File: src/rtl/booth_pkg.sv
// Shared Booth multiplier definitions: command encodings consumed by the
// control FSM and by the datapath ALU mux, plus the control state enum.
package booth_pkg;

  localparam logic [1:0] BOOTH_NOP = 2'b00;
  localparam logic [1:0] BOOTH_ADD = 2'b01;
  localparam logic [1:0] BOOTH_SUB = 2'b10;

  typedef enum logic [2:0] {
    ST_IDLE,
    ST_LOAD,
    ST_OP,
    ST_SHIFT,
    ST_DONE
  } booth_state_e;

endpackage

File: src/rtl/booth_decode.sv
// Radix-2 Booth bit-pair decoder: {Q[-1], Q[0]} -> add/sub/no-op command.
module booth_decode
  import booth_pkg::*;
(
  input  logic       i_q0,
  input  logic       i_q1,
  output logic [1:0] o_booth_op
);

  always_comb begin
    o_booth_op = BOOTH_NOP;
    case ({i_q1, i_q0})
      2'b01:   o_booth_op = BOOTH_SUB;
      2'b10:   o_booth_op = BOOTH_ADD;
      default: o_booth_op = BOOTH_NOP;
    endcase
  end

endmodule

File: src/rtl/booth_control_unit.sv
// Booth multiplier sequencer: LOAD, then WIDTH OP/SHIFT pairs, then a DONE pulse.
module booth_control_unit
  import booth_pkg::*;
#(
  parameter int unsigned WIDTH = 32,
  parameter int unsigned CW    = $clog2(WIDTH + 1)
) (
  input  logic          clk,
  input  logic          rst,
  input  logic          start,
  input  logic          q0,
  input  logic          q1,
  output logic [1:0]    BoothOp,
  output logic          load_en,
  output logic          acc_en,
  output logic          shift_en,
  output logic [CW-1:0] count,
  output logic          busy,
  output logic          done
);

  localparam logic [CW-1:0] LP_WIDTH = CW'(WIDTH);

  booth_state_e  r_state;
  booth_state_e  w_state_nxt;
  logic [CW-1:0] r_count;
  logic [CW-1:0] w_count_nxt;
  logic [CW-1:0] w_count_inc;
  logic [1:0]    w_booth_op;

  booth_decode u_decode (
    .i_q0       (q0),
    .i_q1       (q1),
    .o_booth_op (w_booth_op)
  );

  assign BoothOp     = w_booth_op;
  assign count       = r_count;
  assign w_count_inc = r_count + CW'(1);

  always_ff @(posedge clk or posedge rst) begin
    if (rst) begin
      r_state <= ST_IDLE;
      r_count <= '0;
    end else begin
      r_state <= w_state_nxt;
      r_count <= w_count_nxt;
    end
  end

  // acc_en in OP is combinational from q0/q1 so the datapath's current bits act this cycle
  always_comb begin
    w_state_nxt = r_state;
    w_count_nxt = r_count;
    load_en     = 1'b0;
    acc_en      = 1'b0;
    shift_en    = 1'b0;
    busy        = 1'b0;
    done        = 1'b0;
    case (r_state)
      ST_IDLE: begin
        if (start) w_state_nxt = ST_LOAD;
      end
      ST_LOAD: begin
        load_en     = 1'b1;
        busy        = 1'b1;
        w_count_nxt = '0;
        w_state_nxt = ST_OP;
      end
      ST_OP: begin
        busy        = 1'b1;
        acc_en      = (w_booth_op != BOOTH_NOP);
        w_state_nxt = ST_SHIFT;
      end
      ST_SHIFT: begin
        busy     = 1'b1;
        shift_en = 1'b1;
        if (r_count != LP_WIDTH) w_count_nxt = w_count_inc;
        w_state_nxt = (w_count_inc == LP_WIDTH) ? ST_DONE : ST_OP;
      end
      ST_DONE: begin
        done        = 1'b1;
        w_state_nxt = ST_IDLE;
      end
      default: w_state_nxt = ST_IDLE;
    endcase
  end

endmodule

File: config.mk
export PLATFORM = sky130hd
export DESIGN_NAME = booth_control_unit
export DESIGN_NICKNAME = d
export VERILOG_FILES = /design/src/rtl/booth_pkg.sv /design/src/rtl/booth_decode.sv /design/src/rtl/booth_control_unit.sv
export SDC_FILE = /design/constraint.sdc
export NUM_CORES = 1
export LEC_CHECK = 0
export CAP_MARGIN = 0
export CORE_UTILIZATION = 39
export DETAILED_ROUTE_END_ITERATION = 10
export GPL_TIMING_DRIVEN = 1
export PLACE_DENSITY = 0.7
export SKIP_CTS_REPAIR_TIMING = 1
export SYNTH_ARGS = -nofsm -noshare
export SYNTH_HDL_FRONTEND = slang
export SYNTH_HIERARCHICAL = 1
export SYNTH_SLANG_ARGS = --single-unit
File: constraint.sdc
create_clock -name clk -period 1.5 [get_ports clk]
set_input_delay 0.15 -clock clk [delete_from_list [all_inputs] [get_ports clk]]
set_output_delay 0.15 -clock clk [all_outputs]
set_load 0.02 [all_outputs]
==> results.sh <==
export IMPL_synthTopCellsByArea="dfrtp_1 41%, nor2_1 5.4%, ha_1 4.5%"
export IMPL_cts_root_buffer="clkbuf_4"
export IMPL_area_growth_pct=63.7
export IMPL_reg2reg_slack_ns=0.05
export IMPL_async_reset_ff_share_pct=100
export IMPL_wire_per_inst_um=13.0
export IMPL_worstMarginPinSlew_ns=0.344
export IMPL_rows=13
export IMPL_placed_cell_area_um2=801
export IMPL_path_depth=1
export IMPL_synth_area_um2=552
export IMPL_critPathCaptureType="primary output"
export IMPL_cpPeakStageDelay_ns=0.62
export IMPL_path_max_fanout=7
export IMPL_vdd_drop_max_v=0.00121
export IMPL_fin_util_pct=69.4
export IMPL_grt_pass1_wl_um=2150
export IMPL_grt_usage_pct=21.3
export IMPL_start_util_pct=42.4
export IMPL_synth_edf_count=0
export IMPL_drt_iter0_markers=5
export IMPL_finalPower_uw=1870
export IMPL_setup_viol_count_final=0
export IMPL_pwr_density_cell_nw_per_um2=2070
export IMPL_worstPathCellList="clkdlybuf4s50_1"
export IMPL_routed_wl_um=1420
export IMPL_fillCellCount=107
export IMPL_syn_inst=63
export IMPL_maxCapViolCount=0
export IMPL_yosysTopAreaCell="dfrtp_1"
export IMPL_numPortBuffers=17
export IMPL_final_setup_skew_ns=0.00613
export IMPL_insertion_delay_ns=0.26
export IMPL_yosysSeqAreaShare_pct=40.8
export IMPL_h_tree_depth=1
export IMPL_ff2ff_path_depth=5
export IMPL_drc_errors=0
export IMPL_arrival_ns=1.31
export IMPL_outcome="finished clean"
export IMPL_fin_crit_sh_pct=97.3
export IMPL_firstDrtPassIters=3
export IMPL_cts_tree="yes"
export IMPL_worst_setup_path_type="reg -> out"
export IMPL_die_area_um2=1570
export IMPL_avgSynthCellArea_um2=8.76
export IMPL_synth_most_common_cell="dfrtp_1"
export IMPL_place_hpwl_um=1000
export IMPL_die_x_um=39.6
export IMPL_startpoint_type="flip-flop"
export IMPL_synth_ff_type="dfrtp_1"
export IMPL_nNetsFinal=102
export IMPL_finalHoldViolCount=0
export IMPL_cts_buffers=3
export IMPL_io_pins=18
export IMPL_drive_gt1_share_pct=28.7
export IMPL_crit_buf_inv=1
export IMPL_cts_num_sinks=9
export IMPL_maxSlewViolCount=0
export IMPL_grt_overflow=0
export IMPL_crit_family="buffers and inverters"
export IMPL_core_um2=1300
export IMPL_finalSetupTns_ns=0
export IMPL_clockBufferDepth=2
export IMPL_ys_seq_elements=9
export IMPL_vias=580
export IMPL_p_leak_uw=0.000512
export IMPL_synth_cell_types=29
export IMPL_hold_class="in -> async"
export IMPL_clk_pin_slew_worst_paths_ns=0.06
export IMPL_max_freq_mhz=685
export IMPL_rsz0062_at_grt="false"
export IMPL_routabilityCongestion=0.810
export IMPL_die_y_um=39.6
export IMPL_finalCriticalPeriod_ns=1.46
export IMPL_yosysTopAreaCellShare_pct=40.8
export IMPL_relSlewSlack_pct=77.1
export IMPL_synth_common_cells="9 x dfrtp_1, 8 x nor2_1, 5 x inv_1"
export IMPL_grt_max_degree=10
export IMPL_postSynthNetCount=70
export IMPL_diodes=0
export IMPL_cp_required_ns=1.35
export IMPL_design_area_um2=903
export IMPL_viasPerCell=5.32
export IMPL_cp_slowest_cell="clkdlybuf4s50_1"
export IMPL_antenna_found_initial=0
export IMPL_yosys_warnings=6
export IMPL_ant_nets=0
export IMPL_grt_pass1_vias=493
-- cell type report --
cell class,instances,area [um2],area share (%)
multi-input cells,47,320,35.5
repair buffers,29,292,32.3
flip-flops and latches,9,228,25.2
clock buffers,4,26.3,2.91
inverters,5,18.8,2.08
well taps,15,18.8,2.08
-- logic make-up (layout without fill, tap and decap cells) --
group / Yosys count / in the layout / synth area share (%)
AOI/OAI and AO/OA: 14 / 14 / 16.6
xor gates and xnor gates: 1 / 1 / 1.59
adders and majority gates: 2 / 2 / 4.53
buffers and inverters: 7 / 38 / 6.12
DFF: 9 / 9 / 40.8
muxes: 1 / 1 / 1.81
and+or+nand+nor: 29 / 29 / 28.6
-- placed cells by master (no fill, tap or decap), types with 2 or more instances in the layout --
cell type and count:
buf_4 11, nor2_1 8, clkdlybuf4s50_1 6, clkbuf_4 3
a21oi_1 2, dfrtp_2 2, nor2b_1 2, nand3_1 3
and4_1 2, dlymetal6s2s_1 11, o21ai_0 3, nand2_1 4
dfrtp_1 7, a21oi_2 2, inv_1 5
-- stage by stage --
stage | instances | setup slack (ns) | hold slack, ns
2_1_floorplan | 63 | 0.000351 | -0.0221
3_3_place_gp | 103 | -0.271 | 0.442
3_5_place_dp | 103 | -0.318 | 0.440
4_1_cts | 107 | -0.338 | 0.155
5_1_grt | 109 | 0.00411 | 0.199
6_report | 109 | 0.0407 | 0.139
-- worst paths after layout --
path | startpoint | to
setup reg to reg | count[0] | r_state[2]
setup / recovery | count[0] | count[0]
hold reg to reg | count[0] | count[0]
hold / removal | rst | r_state[1]
min in group clk | start | r_state[0]
max in group asynchronous | rst | count[1]
-- routing by layer --
| layer | up-vias | track usage [%] | share of wire (%) |
|---|---|---|---|
| li1 | 283 | - | - |
| met1 | 281 | 27.4 | 47 |
| met2 | 12 | 30.7 | 48 |
| met3 | 4 | 6.82 | 3.4 |
| met4 | 0 | 12.1 | 1.5 |
| met5 | - | 0 | 0 |
-- sequential cells by signal, summed over array words and instances, names as in the netlist --
name / cells
r_state: 3
count: 6
-- where the power goes --
group | leakage (uW) | switching (uW) | internal, uW
Combinational | 0.000392 | 574 | 602
Sequential | 0.000105 | 156 | 352
Clock | 0.0000150 | 86.9 | 103
Total | 0.000512 | 817 | 1060
No activity file was read; power rests on OpenSTA's default activity.
